--- src/rtl/jtag_tap_pkg.sv ---
// jtag_tap_pkg: TAP state codes (IEEE 1149.1 table), default opcodes and the TAP next-state function
package jtag_tap_pkg;
   typedef logic [3:0] tap_state_t;
   localparam tap_state_t TLR      = 4'hF;
   localparam tap_state_t RTI      = 4'hC;
   localparam tap_state_t SEL_DR   = 4'h7;
   localparam tap_state_t CAP_DR   = 4'h6;
   localparam tap_state_t SHIFT_DR = 4'h2;
   localparam tap_state_t EXIT1_DR = 4'h1;
   localparam tap_state_t PAUSE_DR = 4'h3;
   localparam tap_state_t EXIT2_DR = 4'h0;
   localparam tap_state_t UPD_DR   = 4'h5;
   localparam tap_state_t SEL_IR   = 4'h4;
   localparam tap_state_t CAP_IR   = 4'hE;
   localparam tap_state_t SHIFT_IR = 4'hA;
   localparam tap_state_t EXIT1_IR = 4'h9;
   localparam tap_state_t PAUSE_IR = 4'hB;
   localparam tap_state_t EXIT2_IR = 4'h8;
   localparam tap_state_t UPD_IR   = 4'hD;
   localparam int          IR_LEN_DEF    = 4;
   localparam int          USER_W_DEF    = 32;
   localparam logic [31:0] IDCODE_DEF    = 32'h1234_5001;
   localparam logic [3:0]  OP_IDCODE_DEF = 4'b0001;
   localparam logic [3:0]  OP_USER_DEF   = 4'b1000;
   function automatic tap_state_t next_state(input tap_state_t s, input logic tms);
      case (s)
         TLR:      next_state = tms ? TLR      : RTI;
         RTI:      next_state = tms ? SEL_DR   : RTI;
         SEL_DR:   next_state = tms ? SEL_IR   : CAP_DR;
         CAP_DR:   next_state = tms ? EXIT1_DR : SHIFT_DR;
         SHIFT_DR: next_state = tms ? EXIT1_DR : SHIFT_DR;
         EXIT1_DR: next_state = tms ? UPD_DR   : PAUSE_DR;
         PAUSE_DR: next_state = tms ? EXIT2_DR : PAUSE_DR;
         EXIT2_DR: next_state = tms ? UPD_DR   : SHIFT_DR;
         UPD_DR:   next_state = tms ? SEL_DR   : RTI;
         SEL_IR:   next_state = tms ? TLR      : CAP_IR;
         CAP_IR:   next_state = tms ? EXIT1_IR : SHIFT_IR;
         SHIFT_IR: next_state = tms ? EXIT1_IR : SHIFT_IR;
         EXIT1_IR: next_state = tms ? UPD_IR   : PAUSE_IR;
         PAUSE_IR: next_state = tms ? EXIT2_IR : PAUSE_IR;
         EXIT2_IR: next_state = tms ? UPD_IR   : SHIFT_IR;
         UPD_IR:   next_state = tms ? SEL_DR   : RTI;
         default:  next_state = TLR;
      endcase
   endfunction
endpackage

--- src/rtl/jtag_tap_responder_if.sv ---
// jtag_tap_responder_if: JTAG pins, TAP status and USER data exchange between host side and TAP
interface jtag_tap_responder_if #(parameter int IR_LEN = 4, parameter int USER_W = 32);
   logic              jtag_tck;
   logic              jtag_tms;
   logic              jtag_tdi;
   logic              jtag_tdo;
   logic              jtag_tdo_oe;
   logic [3:0]        tap_state;
   logic [IR_LEN-1:0] ir;
   logic [USER_W-1:0] user_in;
   logic [USER_W-1:0] user_out;
   logic              user_update;
   modport master (output jtag_tck, jtag_tms, jtag_tdi, user_in,
                   input  jtag_tdo, jtag_tdo_oe, tap_state, ir, user_out, user_update);
   modport slave  (input  jtag_tck, jtag_tms, jtag_tdi, user_in,
                   output jtag_tdo, jtag_tdo_oe, tap_state, ir, user_out, user_update);
endinterface

--- src/rtl/jtag_pin_sync.sv ---
// jtag_pin_sync: 2-FF synchronizers on TCK/TMS/TDI plus TCK rise/fall strobes
module jtag_pin_sync (
   input  logic clk_25mhz,
   input  logic reset,
   input  logic tck,
   input  logic tms,
   input  logic tdi,
   output logic tms_s,
   output logic tdi_s,
   output logic tck_rise,
   output logic tck_fall
);
   logic [1:0] tck_q, tms_q, tdi_q;
   logic       tck_d;
   logic [2:0] arm;
   always_ff @(posedge clk_25mhz) begin
      if (reset) begin
         tck_q <= '0;
         tms_q <= '0;
         tdi_q <= '0;
         tck_d <= 1'b0;
         arm   <= '0;
      end else begin
         tck_q <= {tck_q[0], tck};
         tms_q <= {tms_q[0], tms};
         tdi_q <= {tdi_q[0], tdi};
         tck_d <= tck_q[1];
         arm   <= {arm[1:0], 1'b1};
      end
   end
   // Strobes stay masked until the pipeline holds real pin history, so a TCK idling high is no edge
   assign tck_rise = arm[2] & tck_q[1] & ~tck_d;
   assign tck_fall = arm[2] & ~tck_q[1] & tck_d;
   assign tms_s    = tms_q[1];
   assign tdi_s    = tdi_q[1];
endmodule

--- src/rtl/jtag_tap_responder.sv ---
// jtag_tap_responder: fabric JTAG TAP with IDCODE, BYPASS and USER data registers
module jtag_tap_responder
   import jtag_tap_pkg::*;
#(
   parameter int          IR_LEN    = IR_LEN_DEF,
   parameter logic [31:0] IDCODE    = IDCODE_DEF,
   parameter int          USER_W    = USER_W_DEF,
   parameter logic [IR_LEN-1:0] OP_IDCODE = IR_LEN'(OP_IDCODE_DEF),
   parameter logic [IR_LEN-1:0] OP_USER   = IR_LEN'(OP_USER_DEF)
) (
   input logic                  clk_25mhz,
   input logic                  reset,
   jtag_tap_responder_if.slave  bus
);
   tap_state_t        state;
   logic [IR_LEN-1:0] ir_q, ir_sr;
   logic [31:0]       id_sr;
   logic [USER_W-1:0] user_sr, uout;
   logic              byp, tdo, oe, upd;
   logic              tms, tdi, rise, fall;
   logic              sel_id, sel_user, shifting, dr_lsb;
   jtag_pin_sync u_sync (
      .clk_25mhz (clk_25mhz),
      .reset     (reset),
      .tck       (bus.jtag_tck),
      .tms       (bus.jtag_tms),
      .tdi       (bus.jtag_tdi),
      .tms_s     (tms),
      .tdi_s     (tdi),
      .tck_rise  (rise),
      .tck_fall  (fall)
   );
   assign sel_id   = ir_q == OP_IDCODE;
   assign sel_user = ir_q == OP_USER;
   assign shifting = state == SHIFT_IR || state == SHIFT_DR;
   assign dr_lsb   = sel_id ? id_sr[0] : sel_user ? user_sr[0] : byp;
   always_ff @(posedge clk_25mhz) begin
      if (reset) begin
         state   <= TLR;
         ir_q    <= OP_IDCODE;
         ir_sr   <= '0;
         id_sr   <= '0;
         user_sr <= '0;
         uout    <= '0;
         byp     <= 1'b0;
         tdo     <= 1'b0;
         oe      <= 1'b0;
         upd     <= 1'b0;
      end else begin
         upd <= fall && state == UPD_DR && sel_user;
         if (rise) begin
            state <= next_state(state, tms);
            if (state == CAP_IR) ir_sr <= IR_LEN'(1);
            if (state == SHIFT_IR) ir_sr <= {tdi, ir_sr[IR_LEN-1:1]};
            if (state == CAP_DR) begin
               if (sel_id) id_sr <= IDCODE;
               else if (sel_user) user_sr <= bus.user_in;
               else byp <= 1'b0;
            end
            if (state == SHIFT_DR) begin
               if (sel_id) id_sr <= {tdi, id_sr[31:1]};
               else if (sel_user) user_sr <= {tdi, user_sr[USER_W-1:1]};
               else byp <= tdi;
            end
         end
         // Updates land on the falling strobe, the classic 1149.1 timing for Update-IR/DR
         if (fall) begin
            if (shifting) tdo <= state == SHIFT_IR ? ir_sr[0] : dr_lsb;
            oe <= shifting;
            if (state == UPD_IR) ir_q <= ir_sr;
            if (state == UPD_DR && sel_user) uout <= user_sr;
         end
         if (state == TLR) ir_q <= OP_IDCODE;
      end
   end
   assign bus.jtag_tdo    = tdo;
   assign bus.jtag_tdo_oe = oe;
   assign bus.tap_state   = state;
   assign bus.ir          = ir_q;
   assign bus.user_out    = uout;
   assign bus.user_update = upd;
endmodule

--- src/flat_wrapper.sv ---
// flat-port wrapper written by rule: the top's interface ports become plain ports
module jtag_tap_responder_flat import jtag_tap_pkg::*;
#(
   parameter int          IR_LEN    = IR_LEN_DEF,
   parameter logic [31:0] IDCODE    = IDCODE_DEF,
   parameter int          USER_W    = USER_W_DEF,
   parameter logic [IR_LEN-1:0] OP_IDCODE = IR_LEN'(OP_IDCODE_DEF),
   parameter logic [IR_LEN-1:0] OP_USER   = IR_LEN'(OP_USER_DEF)
)
  (clk_25mhz, reset, bus_jtag_tck, bus_jtag_tms, bus_jtag_tdi, bus_user_in, bus_jtag_tdo, bus_jtag_tdo_oe, bus_tap_state, bus_ir, bus_user_out, bus_user_update);
  jtag_tap_responder_if #(.IR_LEN(IR_LEN), .USER_W(USER_W)) bus_i ();
  input logic clk_25mhz;
  input logic reset;
  input wire logic [$bits(bus_i.jtag_tck)-1:0] bus_jtag_tck;
  input wire logic [$bits(bus_i.jtag_tms)-1:0] bus_jtag_tms;
  input wire logic [$bits(bus_i.jtag_tdi)-1:0] bus_jtag_tdi;
  input wire logic [$bits(bus_i.user_in)-1:0] bus_user_in;
  output wire logic [$bits(bus_i.jtag_tdo)-1:0] bus_jtag_tdo;
  output wire logic [$bits(bus_i.jtag_tdo_oe)-1:0] bus_jtag_tdo_oe;
  output wire logic [$bits(bus_i.tap_state)-1:0] bus_tap_state;
  output wire logic [$bits(bus_i.ir)-1:0] bus_ir;
  output wire logic [$bits(bus_i.user_out)-1:0] bus_user_out;
  output wire logic [$bits(bus_i.user_update)-1:0] bus_user_update;
  assign bus_i.jtag_tck = bus_jtag_tck;
  assign bus_i.jtag_tms = bus_jtag_tms;
  assign bus_i.jtag_tdi = bus_jtag_tdi;
  assign bus_i.user_in = bus_user_in;
  assign bus_jtag_tdo = bus_i.jtag_tdo;
  assign bus_jtag_tdo_oe = bus_i.jtag_tdo_oe;
  assign bus_tap_state = bus_i.tap_state;
  assign bus_ir = bus_i.ir;
  assign bus_user_out = bus_i.user_out;
  assign bus_user_update = bus_i.user_update;
  jtag_tap_responder #(.IR_LEN(IR_LEN), .IDCODE(IDCODE), .USER_W(USER_W), .OP_IDCODE(OP_IDCODE), .OP_USER(OP_USER)) u_core (.clk_25mhz(clk_25mhz), .reset(reset), .bus(bus_i));
endmodule
--- config.mk ---
export PLATFORM = sky130hd
export DESIGN_NAME = jtag_tap_responder_flat
export DESIGN_NICKNAME = d
export VERILOG_FILES = /design/src/rtl/jtag_tap_pkg.sv /design/src/rtl/jtag_tap_responder_if.sv /design/src/rtl/jtag_pin_sync.sv /design/src/rtl/jtag_tap_responder.sv /design/src/flat_wrapper.sv
export SDC_FILE = /design/constraint.sdc
export NUM_CORES = 1
export LEC_CHECK = 0
export CORE_MARGIN = 3
export CORE_UTILIZATION = 35
export DETAILED_ROUTE_END_ITERATION = 6
export PLACE_DENSITY = 0.62
export RECOVER_POWER = 100
export SLEW_MARGIN = 20
export SYNTH_ARGS = -nofsm -noshare
export SYNTH_HDL_FRONTEND = slang
export SYNTH_SLANG_ARGS = --single-unit
--- constraint.sdc ---
create_clock -name clk_25mhz -period 2 [get_ports clk_25mhz]
set_input_delay 0.4 -clock clk_25mhz [delete_from_list [all_inputs] [get_ports clk_25mhz]]
set_output_delay 0.4 -clock clk_25mhz [all_outputs]
set_load 0.03 [all_outputs]
## Word-level counts from Yosys, hierarchy flattened

Index checks and enable logic that the tools add are counted.

| operators by class | value |
|---|---|
| equality and inequality tests | 17 |
| multiplexer cells | 35 |
| bitwise gates (word level) | 6 |
| reductions and logical operators | 14 |

Operator list:

| operator | count |
|---|---|
| 2-to-1 mux 32 bit | 10 |
| one-hot mux 4 bit (12 select lines) | 1 |
| == test 4 bit (second input constant) | 9 |
| == test 4 x 3 -> 1 bit (second input constant) | 4 |
| 2-to-1 mux 2 bit | 6 |
| 2-to-1 mux 3 bit | 4 |
| 2-to-1 mux 4 bit | 3 |
| 2-to-1 mux 1 bit | 11 |
| == test 4 x 1 -> 1 bit (second input constant) | 2 |
| == test 4 x 2 -> 1 bit (second input constant) | 2 |
| AND reduction 2 bit | 4 |
| OR reduction 2 bit | 3 |
| AND 1 bit | 4 |
| logical NOT 4 bit | 1 |
| logical AND 1 bit | 3 |
| OR reduction 3 bit | 1 |
| NOT 1 bit | 2 |
| nonzero test 2 bit | 1 |
| logical OR 1 bit | 1 |

| storage, ports and cells | value |
|---|---|
| flip-flop bits (word level) | 122 |
| input bits | 37 |
| output and inout port bits | 43 |
| word-level logic and storage cells | 88 |

## Depth between registers and ports, before layout

| depth | value |
|---|---|
| depth after elaboration | 7 |
| gate-level depth with buffers | 7 |
| mapped depth without buffers | 4 |

## Hierarchy

From an unflattened synthesis, not the netlist that was laid out.

| unflattened totals | value |
|---|---|
| cell total of the unflattened synthesis | 584 |
| area total of the unflattened synthesis | 4,792.1 um^2 |

Modules (own cells, without submodules):

| module | times used | cells an instance | area an instance (um^2) | seq. area each (um^2) |
|---|---|---|---|---|
| jtag_tap_responder | 1 | 562 | 4,514.3 | 2,242.2 |
| jtag_pin_sync | 1 | 22 | 277.8 | 200.2 |

## Worst setup path before layout

No wires, ideal clock.

| timing | value |
|---|---|
| path type | register to register |
| from | reg u_core.ir_q[3], in the netlist u_core.bus.ir[3] |
| to | reg u_core.uout[3], in the netlist u_core.bus.user_out[3] |
| setup time | 0.128 ns |
| arrival | 1.815 ns |
| data required time | 1.872 ns |
| path slack | 0.057 ns |
| cell stages (with the launch flop) | 6 |
| path buffers | 1 |
| period minus slack after synthesis | 1.943 ns |
| cell sequence | dfxtp_1 or3b_1 nor4_4 buf_4 mux2i_1 nor2_1 |

| between the ends | value |
|---|---|
| word-level cells in the longest chain between the ends | 3 |

Ends and longest elaborated chain:

| item | line | RTL |
|---|---|---|
| from (decl) | jtag_tap_responder.sv:16 | `logic [IR_LEN-1:0] ir_q, ir_sr;` |
| from (signal assigned) | jtag_tap_responder.sv:70 | `if (state == UPD_IR) ir_q <= ir_sr;` |
| == test 4 bit | jtag_tap_responder.sv:34 | `assign sel_user = ir_q == OP_USER;` |
| logical AND 1 bit | jtag_tap_responder.sv:71 | `if (state == UPD_DR && sel_user) uout <= user_sr;` |
| AND reduction 2 bit (no source line) | - |  |
| to (signal assigned) | jtag_tap_responder.sv:71 |  |
| to (decl) | jtag_tap_responder.sv:18 | `logic [USER_W-1:0] user_sr, uout;` |

Every way passes these cells.
A chain may end at the register's enable or synchronous reset.

## Worst setup path in the final report

| timing | value |
|---|---|
| from | reg u_core.ir_q[2], in the netlist u_core.bus.ir[2] |
| to | out bus_ir[2] |

RTL lines:

| item | line | RTL |
|---|---|---|
| to (decl) | flat_wrapper.sv:21 | `output wire logic [$bits(bus_i.ir)-1:0] bus_ir;` |

No word-level cell between the ends.

==> metrics <==
Comb power frac=0.027; antenna-violating nets left=0; Ant. Diodes=0; Hold Path Class=register to register; kind of cell adding the most delay to the critical path=buffers and inverters; Core ar.=13400 um^2; via count=3855; CTS tree=built; Switching Share=0.194; Max Slew Vio Count=0; status=complete, no violations; Area Growth Syn to Fin=33.4%; Peak Freq=520 MHz; largest net degree at the start of global routing=approximately 70; dpl ws=0.165 ns; Critical Path End Type=output pin; slowest cell delay on critical path=around 0.7 ns; nets=621; Clock Skews=0.0116 ns; Max-cap violations=0; sum of negative setup slack=0 ns; largest cells by area after synthesis=dfxtp_1 (50%), mux2i_1 (14%), nor2_1 (6.6%), a211oi_1 (5.4%), nand3b_1 (4.6%); slew margin rel.=0.373; Yosys warnings=0; RSZ-0062 raised after global routing=no; Post-Syn Instances=a little over 500; GP Congestion=0.749; Pre-antenna DRT Iters=5; Wirelength per Cell=14.3 um; synth unique cells=39; Root Driver=clkbuf_16; vias in the first global route=3636; Congestion Overflow GR=0; Slew @ Worst Pin=about 0.94 ns; Mapped Area=4850 um^2; placed cells=between 700 and 800; Die Y=124 um; clock-pin slew on the worst setup and hold paths=~0.05 ns; worst r2r path cells=5; Worst R2R Start=u_core.bus.ir[1]; Final setup viols=0; initial antenna violation count=0; Post-Syn Area per Cell=around 9.5 um^2; setup repair bufs after CTS=0; Rows=42; H-tree lvl count=4; Critical Path Source=u_core.bus.ir[2]; Finished Layout Cells=773; All-Layer GR Usage=0.146; worst-path cell chain=clkdlybuf4s50_1; TritonCTS Buffers=17; hold_sp=u_core.u_sync.tck_q[0]; Hold Fails Final Rpt=0; Arr. time, crit path=1.52 ns; Final min period=1.92 ns; layout cell share with drive strength beyond 1=0.0838; Initial Util=0.362; Req. time, crit path=1.60 ns; cell taking the most area after synthesis=dfxtp_1; vias per inst=4.99; switching pwr=1.15 mW; Top Ports=80; first-pass GRT wire length=17700 um; Synth top area share=0.503; Starting DRT DRC Count=288; Flop pwr share=0.411; Syn Nets=550; clk sink count=around 120; synthesized flop and latch total=122; DRC=0; Max IR drop VDD=just under 0.0006 V; RR Endpoint=u_core.user_sr[22]; IO Port Bufs=approximately 80; Clk Latency, worst-skew pair=0.41 ns; routed wire length=11000 um; Worst setup SP type=register; hold depth=1; Post-synth top flop=dfxtp_1; slowest stage cell, crit path=clkdlybuf4s50_1; most frequent cells in the layout=dfxtp_1 (122), nor2_1 (85), mux2i_1 (69); Die ar.=15300 um^2; critical setup path kind=register to output pin; hold_buf cts=0; PwrDens=919 nW/um^2; Clock Power Share=0.562; largest buffer count on any clock path=2; commonest non-fill, non-tap cell in the layout=dfxtp_1; R2R setup slack=0.12 ns; Die Width=124 um; ys async rst share=0; fin crit share=0.961; number of flops mapped to enable cells by yosys=0; Pleak=~2.3 nW; Seq/Total Area, Yosys=0.503; largest fanout on the critical path=5; final worst slack=0.0782 ns; worst path bufs/invs=1; HPWL after DPL=6720 um; Cell Int Power=4.80 mW; hold path endpoint=u_core.u_sync.tck_q[1]
[layer usage]
layer,GRT usage,wire length [um],vias to the layer above
li1,-,-,1936
met1,0.180,5060,1827
met2,0.239,5310,85
met3,0.0486,545,7
met4,0.0526,108,0
met5,0,0,-
[metrics by stage]
stage | area (um^2) | power (mW) | utilization | hold WS (ns)
2_1_floorplan | 4850 | 2.57 | - | 0.414
3_3_place_gp | 5860 | 2.66 | 0.437 | 0.416
3_5_place_dp | 5860 | 2.66 | 0.437 | 0.424
4_1_cts | 6500 | 6.02 | 0.485 | 0.320
5_1_grt | 6470 | 6.14 | 0.483 | 0.452
6_report | 6470 | 5.95 | 0.483 | 0.426
[power groups by stage]
stage          Sequential [mW]  Clock (mW)  Combinational, mW
6_report                  2.45        3.34              0.159
5_1_grt                   2.45        3.52              0.173
4_1_cts                   2.45        3.41              0.166
3_5_place_dp              2.50           0              0.166
3_3_place_gp              2.50           0              0.164
2_1_floorplan             2.50           0             0.0685
[final cells by class]
cell class	instances	area, um^2
Inverter	4	15.0
Multi-Input combinational cell	345	2220
Timing Repair Buffer	94	918
Clock inverter	12	195
Fill cell	1254	6930
Clock buffer	20	457
Sequential cell	122	2440
Tap cell	176	220
[how the worst max path moves through the flow]
stage,cells after the start,to,slack [ns]
6_report,1,bus_ir[2],0.08
3_3_place_gp,5,u_core.user_sr[21],0.27
3_5_place_dp,5,u_core.user_sr[22],0.16
2_1_floorplan,5,u_core.bus.user_out[3],0.06
5_1_grt,5,u_core.user_sr[10],0.01
4_1_cts,2,bus_ir[3],0.01
[synth_stat cells, types with 2 or more instances]
library cell and count:
nor2b_1 11, nor4_4 2, nand2b_1 2, buf_4 3
nor3_1 17, inv_1 4, clkbuf_1 31, nand2_1 30
nand3_1 2, o21ai_0 10, mux2i_1 69, a211oi_1 35
nand3b_1 30, dfxtp_1 122, buf_2 7, or3b_1 2
nor2_1 85, a21oi_1 30
[what timing repair did]
action                                  4_1_cts  5_1_grt
gates resized for setup                       2        2
endpoints found under the setup margin        2        2
cloned                                        0        1
pin swaps                                     0        1
[kinds of logic (layout without fill, tap and decap cells)]
logic type,Yosys count,in the layout,share of synthesized area
flip-flops,122,122,0.503
XOR/XNOR,1,1,0.00181
buffers and inverters,46,130,0.0397
AO/OA/AOI/OAI,84,84,0.111
multiplexers,69,69,0.142
AND/OR/NAND/NOR,191,191,0.201
Power figures use the tool's default switching activity.
